[src/rtl/alarm_clock_pkg.sv]
// Shared types and constants for the alarm clock setting controller.
// Holds the FSM state enum, the edit_mode encoding and the field widths.
package alarm_clock_pkg;

    localparam int HOUR_W = 4;
    localparam int MIN_W  = 6;

    localparam int DEF_HOUR_MIN = 1;
    localparam int DEF_HOUR_MAX = 12;
    localparam int DEF_MIN_MAX  = 59;

    typedef enum logic [2:0] {
        ST_IDLE,
        ST_EDIT_TIME,
        ST_EDIT_ALARM,
        ST_COMMIT_TIME,
        ST_COMMIT_ALARM
    } state_t;

    localparam logic [1:0] MODE_IDLE   = 2'd0;
    localparam logic [1:0] MODE_TIME   = 2'd1;
    localparam logic [1:0] MODE_ALARM  = 2'd2;
    localparam logic [1:0] MODE_COMMIT = 2'd3;

    // Bit positions of the buttons inside the controller's button vector.
    localparam int BTN_HOUR   = 0;
    localparam int BTN_MIN    = 1;
    localparam int BTN_MODE   = 2;
    localparam int BTN_OK     = 3;
    localparam int BTN_CANCEL = 4;
    localparam int BTN_COUNT  = 5;

    // Increment with wrap; equality against the top value keeps it cheap.
    function automatic logic [MIN_W-1:0] wrap_inc(
        input logic [MIN_W-1:0] value,
        input logic [MIN_W-1:0] lo,
        input logic [MIN_W-1:0] hi
    );
        return (value == hi) ? lo : value + MIN_W'(1);
    endfunction

endpackage

[src/rtl/btn_press_repeat.sv]
// Rising-edge detector for a debounced button, with optional hold-to-repeat.
// pulse fires on the press and, when enabled, at DELAY then every RATE cycles of hold.
module btn_press_repeat #(
    parameter bit REPEAT_EN    = 1'b1,
    parameter int REPEAT_DELAY = 50,
    parameter int REPEAT_RATE  = 10
) (
    input  logic clock,
    input  logic reset,
    input  logic btn,
    output logic pulse
);

    logic btn_reg;
    logic press;

    assign press = btn & ~btn_reg;

    always_ff @(posedge clock) begin
        if (reset) begin
            btn_reg <= 1'b0;
        end else begin
            btn_reg <= btn;
        end
    end

    generate
        if (REPEAT_EN) begin : g_repeat
            localparam int HW = $clog2(REPEAT_DELAY + 1);
            localparam int RW = (REPEAT_RATE > 1) ? $clog2(REPEAT_RATE) : 1;

            logic [HW-1:0] hold_reg;
            logic [RW-1:0] rate_reg;
            logic          repeat_hit;

            // hold_reg saturates at the delay; rate_reg then paces later repeats.
            assign repeat_hit = btn && !press && (hold_reg == HW'(REPEAT_DELAY))
                                && (rate_reg == '0);

            always_ff @(posedge clock) begin
                if (reset || !btn) begin
                    hold_reg <= '0;
                    rate_reg <= '0;
                end else if (press) begin
                    hold_reg <= HW'(1);
                    rate_reg <= '0;
                end else if (hold_reg != HW'(REPEAT_DELAY)) begin
                    hold_reg <= hold_reg + HW'(1);
                end else if (rate_reg == RW'(REPEAT_RATE - 1)) begin
                    rate_reg <= '0;
                end else begin
                    rate_reg <= rate_reg + RW'(1);
                end
            end

            assign pulse = press | repeat_hit;
        end else begin : g_edge_only
            assign pulse = press;
        end
    endgenerate

endmodule

[src/rtl/alarm_set_controller.sv]
// Front-panel setting controller: edits time/alarm fields from buttons and
// issues one-cycle set_time / set_alarm commit strobes to the clock core.
module alarm_set_controller
    import alarm_clock_pkg::*;
#(
    parameter int HOUR_MIN     = DEF_HOUR_MIN,
    parameter int HOUR_MAX     = DEF_HOUR_MAX,
    parameter int MIN_MAX      = DEF_MIN_MAX,
    parameter int REPEAT_DELAY = 50,
    parameter int REPEAT_RATE  = 10
) (
    input  logic              clock,
    input  logic              reset,
    input  logic              btn_mode,
    input  logic              btn_hour,
    input  logic              btn_min,
    input  logic              btn_ok,
    input  logic              btn_cancel,
    output logic              set_time,
    output logic              set_alarm,
    output logic [HOUR_W-1:0] hours,
    output logic [MIN_W-1:0]  minutes,
    output logic [HOUR_W-1:0] alarm_hours,
    output logic [MIN_W-1:0]  alarm_minutes,
    output logic [1:0]        edit_mode
);

    logic [BTN_COUNT-1:0] btn_vec;
    logic [BTN_COUNT-1:0] fire;

    assign btn_vec = {btn_cancel, btn_ok, btn_mode, btn_min, btn_hour};

    genvar gi;
    generate
        for (gi = 0; gi < BTN_COUNT; gi++) begin : g_btn
            btn_press_repeat #(
                .REPEAT_EN   ((gi == BTN_HOUR) || (gi == BTN_MIN)),
                .REPEAT_DELAY(REPEAT_DELAY),
                .REPEAT_RATE (REPEAT_RATE)
            ) u_btn (
                .clock(clock),
                .reset(reset),
                .btn  (btn_vec[gi]),
                .pulse(fire[gi])
            );
        end
    endgenerate

    state_t state_reg;
    state_t state_next;

    logic [HOUR_W-1:0] hours_reg, alarm_hours_reg, bak_hours_reg;
    logic [MIN_W-1:0]  minutes_reg, alarm_minutes_reg, bak_minutes_reg;
    logic [HOUR_W-1:0] hours_inc, alarm_hours_inc;
    logic [MIN_W-1:0]  minutes_inc, alarm_minutes_inc;

    assign hours_inc         = HOUR_W'(wrap_inc(MIN_W'(hours_reg), MIN_W'(HOUR_MIN), MIN_W'(HOUR_MAX)));
    assign alarm_hours_inc   = HOUR_W'(wrap_inc(MIN_W'(alarm_hours_reg), MIN_W'(HOUR_MIN), MIN_W'(HOUR_MAX)));
    assign minutes_inc       = wrap_inc(minutes_reg, '0, MIN_W'(MIN_MAX));
    assign alarm_minutes_inc = wrap_inc(alarm_minutes_reg, '0, MIN_W'(MIN_MAX));

    always_ff @(posedge clock) begin
        if (reset) begin
            state_reg <= ST_IDLE;
        end else begin
            state_reg <= state_next;
        end
    end

    // Priority: cancel > ok > mode > hour/min.
    always_comb begin
        state_next = state_reg;
        case (state_reg)
            ST_IDLE:       if (fire[BTN_MODE]) state_next = ST_EDIT_TIME;
            ST_EDIT_TIME: begin
                if (fire[BTN_CANCEL])    state_next = ST_IDLE;
                else if (fire[BTN_OK])   state_next = ST_COMMIT_TIME;
                else if (fire[BTN_MODE]) state_next = ST_EDIT_ALARM;
            end
            ST_EDIT_ALARM: begin
                if (fire[BTN_CANCEL])    state_next = ST_IDLE;
                else if (fire[BTN_OK])   state_next = ST_COMMIT_ALARM;
                else if (fire[BTN_MODE]) state_next = ST_IDLE;
            end
            default:       state_next = ST_IDLE;
        endcase
    end

    always_comb begin
        set_time  = 1'b0;
        set_alarm = 1'b0;
        edit_mode = MODE_IDLE;
        case (state_reg)
            ST_EDIT_TIME:    edit_mode = MODE_TIME;
            ST_EDIT_ALARM:   edit_mode = MODE_ALARM;
            ST_COMMIT_TIME:  begin edit_mode = MODE_COMMIT; set_time  = 1'b1; end
            ST_COMMIT_ALARM: begin edit_mode = MODE_COMMIT; set_alarm = 1'b1; end
            default:         edit_mode = MODE_IDLE;
        endcase
    end

    // Fields only move in edit states when no higher-priority button fired.
    always_ff @(posedge clock) begin
        if (reset) begin
            hours_reg         <= HOUR_W'(HOUR_MIN);
            minutes_reg       <= '0;
            alarm_hours_reg   <= HOUR_W'(HOUR_MIN);
            alarm_minutes_reg <= '0;
            bak_hours_reg     <= '0;
            bak_minutes_reg   <= '0;
        end else begin
            case (state_reg)
                ST_IDLE: begin
                    if (fire[BTN_MODE]) begin
                        bak_hours_reg   <= hours_reg;
                        bak_minutes_reg <= minutes_reg;
                    end
                end
                ST_EDIT_TIME: begin
                    if (fire[BTN_CANCEL]) begin
                        hours_reg   <= bak_hours_reg;
                        minutes_reg <= bak_minutes_reg;
                    end else if (!fire[BTN_OK] && fire[BTN_MODE]) begin
                        hours_reg       <= bak_hours_reg;
                        minutes_reg     <= bak_minutes_reg;
                        bak_hours_reg   <= alarm_hours_reg;
                        bak_minutes_reg <= alarm_minutes_reg;
                    end else if (!fire[BTN_OK]) begin
                        if (fire[BTN_HOUR]) hours_reg   <= hours_inc;
                        if (fire[BTN_MIN])  minutes_reg <= minutes_inc;
                    end
                end
                ST_EDIT_ALARM: begin
                    if (fire[BTN_CANCEL] || (!fire[BTN_OK] && fire[BTN_MODE])) begin
                        alarm_hours_reg   <= bak_hours_reg;
                        alarm_minutes_reg <= bak_minutes_reg;
                    end else if (!fire[BTN_OK]) begin
                        if (fire[BTN_HOUR]) alarm_hours_reg   <= alarm_hours_inc;
                        if (fire[BTN_MIN])  alarm_minutes_reg <= alarm_minutes_inc;
                    end
                end
                default: ;
            endcase
        end
    end

    assign hours         = hours_reg;
    assign minutes       = minutes_reg;
    assign alarm_hours   = alarm_hours_reg;
    assign alarm_minutes = alarm_minutes_reg;

endmodule

[config.mk]
export PLATFORM = sky130hd
export DESIGN_NAME = alarm_set_controller
export DESIGN_NICKNAME = d
export VERILOG_FILES = /design/src/rtl/alarm_clock_pkg.sv /design/src/rtl/btn_press_repeat.sv /design/src/rtl/alarm_set_controller.sv
export SDC_FILE = /design/constraint.sdc
export NUM_CORES = 1
export LEC_CHECK = 0
export BUFFER_PORTS_ARGS = -buffer_cell sky130_fd_sc_hd__buf_4
export CAP_MARGIN = 5
export CORE_ASPECT_RATIO = 2
export CORE_MARGIN = 4
export CORE_UTILIZATION = 40
export DETAILED_ROUTE_END_ITERATION = 7
export PLACE_DENSITY = 0.63
export REMOVE_ABC_BUFFERS = 1
export SYNTH_ARGS = -nofsm -noshare
export SYNTH_HDL_FRONTEND = slang
export SYNTH_HIERARCHICAL = 1
export SYNTH_SLANG_ARGS = --single-unit
[constraint.sdc]
create_clock -name clock -period 4.38 [get_ports clock]
set_clock_uncertainty 0.1 [all_clocks]
set_input_delay 0.219 -clock clock [delete_from_list [all_inputs] [get_ports clock]]
set_output_delay 0.219 -clock clock [all_outputs]
set_load 0.01 [all_outputs]
==> impl_results.md <==
- Sw power: 0.331 mW
- Primary FF master, synth: dfxtp_1
- Static Leak: 1.33 nW
- Post-route ant nets: 0
- Post-route DRC: 0
- Crit path kind: flip-flop to flip-flop
- Minimum clock period: 2.46 ns
- Clock power frac: 48.6%
- Hold Path Class: input pin to flip-flop
- DR iter-0 viols: 182
- # port buffers: 30
- Largest net degree at the start of global routing: 49
- Top delay family on crit path: compound AO/OA/AOI/OAI gates
- Fin crit share: 56.2%
- TritonCTS buffer count: 9
- Via count: 2,842
- Core box area: 7890 sq um
- DPL Wire Length: 5520 um
- Initial core utilization: 40.8%
- Async S/R FF share, synth: 0%
- Final Hold Fails: 0
- Final Max Slew Viols: 0
- DIE AREA: 9620 sq um
- CP Cell Sequence: inv_1 > ha_1 > nand4b_1 > o31ai_1 > and2_1 > o21ba_2 > o21ai_1 > a211oi_1 > a211oi_1
- Slew HR: 33.1%
- Achievable Freq: 406 MHz
- Antenna violations before repair: 0
- Startpoint types: flip-flop
- Layout area overhead: 16.7%
- Status: complete, no violations
- IO Count: 31
- Number of synthesized register bits: 58
- CTS resizes: 0
- Yosys cell types: 54
- Mux contribution to synthesized area: 2.80%
- Total area of sequential cells: 1160 sq um
- Filler cells: 793
- Comb power frac: 9.6%
- Final Setup Violations: 0
- Post-Synth XOR/XNOR Area: 1.63%
- Final WL: 7750 um
- Max FFs per register: 12
- WP buf/inv: 1
- Max capacitance violation total: 0
- Mapped cell area: 3210 sq um
- FP Rows: 46
- Via/cell ratio: 5.84
- CP Data Required Time: 4.52 ns
- Simple-Gate Fraction of Synth Area: 24.4%
- Worst Tran Pin Value: 1.00 ns
- Cells after Synth: 365
- Post-synthesis compound-gate area fraction: 26.6%
- Clock buffer depth: 2
- Register share of total power: 41.8%
- Antenna diode count: 0
- Final #Nets: 403
- Crit path DAT: 2.60 ns
- Total negative setup slack: 0 ns
- Clk_lat worst skew: 0.33 ns
- Post-synth EDFFs: 0
- Footprint of the multi-input gates: 1910 sq um
- Congestion Overflow GR: 0
- Global-route wire length before repair: 13,400 um
- Cell Pwr Density: 362 nW/um^2
- Final std cells w/o fill: 487
- Root buffer cell: clkbuf_16
- Crit-path max FO: 8
- Sw frac: 24.4%
- Syn. warnings: 6
- VDD IR max: 0.000282 V
- CTS tree: done
- Crit path top cell by count: a211oi_1
- Number of hold buffers added after CTS: 0
- Largest family of logic cells by synthesized area: compound AO/OA/AOI/OAI gates
- WL per Instance: 15.9 um
- DIE WIDTH: 71.4 um
- CP max-delay cell: o21ai_1
- Clock Sinks: 58
- Synth Area in Adders: 3.89%
- Internal power: 1.03 mW
- Vias in the first global route: 2,838
- 1st-pass router iterations: 4
- Unrepaired setup endpoints after global routing: no
- Critical path's largest stage delay: 0.48 ns
- Layout cells sized above 1: 16.1%
- Synthesized area per cell: 8.81 sq um
- Critical Path End Type: flip-flop
- Utilization after layout: 47.6%
- Placed Cells incl. Taps: 471
- Total Routing Usage GR: 17.5%
- Die height: 135 um
- Post-CTS Setup Bufs: 0
- GP Congestion: 0.867
- Sequential area share after synthesis: 36.1%
- Clock-pin slew on the worst setup and hold paths: 0.05 ns
- Depth of the CTS H-tree: 3
- PnR Total Power: 1.36 mW
## metal layers
| metal | vias to the layer above | share of wire [%] | GRT usage, % |
|---|---|---|---|
| met1 | 1360 | 39 | 18.3 |
| met5 | - | 0 | 0 |
| met3 | 11 | 2.8 | 4.47 |
| met2 | 46 | 56 | 31.3 |
| li1 | 1425 | - | - |
| met4 | 0 | 2.4 | 9.31 |
## through the flow
stage / setup WS, ns / hold WS [ns] / cell area, sq um
4_1_cts: 1.89 / 0.00428 / 3750
5_1_grt: 1.71 / 0.0129 / 3750
2_1_floorplan: 2.33 / 0.183 / 3120
3_3_place_gp: 1.96 / 0.348 / 3470
3_5_place_dp: 1.90 / 0.353 / 3470
6_report: 1.92 / 0.0144 / 3750
## worst paths after layout
kind	depth (start not counted)	start	to	slack, ns
worst max-delay path	9	g_btn[0].u_btn/g_repeat.hold_reg[0]$_SDFFE_PP0P_	alarm_hours[1]$_SDFFE_PP0P_	1.92
worst min-delay path	2	btn_cancel	g_btn[4].u_btn/btn_reg$_SDFF_PP0_	0.01
worst max register to register	9	g_btn[0].u_btn/g_repeat.hold_reg[0]$_SDFFE_PP0P_	alarm_hours[1]$_SDFFE_PP0P_	1.92
worst min register to register	2	bak_hours_reg[3]$_SDFFE_PP0P_	bak_hours_reg[3]$_SDFFE_PP0P_	0.40
## area by class of cell
class,count,area share [%]
Clock buffer,14,7.30
Clock inverter,2,0.267
Inverter,14,1.40
Multi-Input combinational cell,273,50.9
Sequential cell,58,30.9
Tap cell,96,3.20
Timing Repair Buffer,30,6.00
## cells in the final DEF (no fill, tap or decap), drive strengths merged, types with 6 or more instances in the layout
master  netlist  layout
a21oi        19      19
buf           7      30
dfxtp        58      58
inv          14      14
nor2b        14      14
ha           10      10
nand3        11      11
clkbuf       13      14
o21a          8       8
a211oi       14      14
nor3         10      10
or4           6       6
o21ai        21      21
o32ai         6       6
nand2b        7       7
nor2         30      30
nand2        17      17
nand3b        6       6
a31oi         7       7
mux2i         9       9
## power by group through the flow
stage / registers [mW] / clock network [mW] / logic [mW]
3_5_place_dp: 0.579 / 0 / 0.132
3_3_place_gp: 0.579 / 0 / 0.130
6_report: 0.569 / 0.660 / 0.131
4_1_cts: 0.569 / 0.678 / 0.132
5_1_grt: 0.571 / 0.702 / 0.146
2_1_floorplan: 0.575 / 0 / 0.0856
## synth_stat cells, drive strengths merged (6+ instances only)
| cell | n | area share [%] |
|---|---|---|
| a211oi | 14 | 3.3 |
| a21oi | 19 | 3.0 |
| a31oi | 7 | 1.4 |
| buf | 7 | 1.3 |
| clkbuf | 13 | 1.6 |
| dfxtp | 58 | 36 |
| ha | 10 | 3.9 |
| inv | 14 | 1.6 |
| mux2i | 9 | 2.8 |
| nand2 | 17 | 2.0 |
| nand2b | 7 | 1.4 |
| nand3 | 11 | 1.7 |
| nand3b | 6 | 1.4 |
| nor2 | 30 | 3.6 |
| nor2b | 14 | 4.1 |
| nor3 | 10 | 1.6 |
| o21a | 8 | 1.9 |
| o21ai | 21 | 3.5 |
| o32ai | 6 | 1.6 |
| or4 | 6 | 1.4 |
## cells by family after synthesis
group | after synthesis
compound gates | 120
xor+xnor | 6
fa+ha+maj | 10
buf+inv | 34
flops | 58
mux | 9
simple gates | 128
Note: power is estimated with default switching activity, not from simulation.
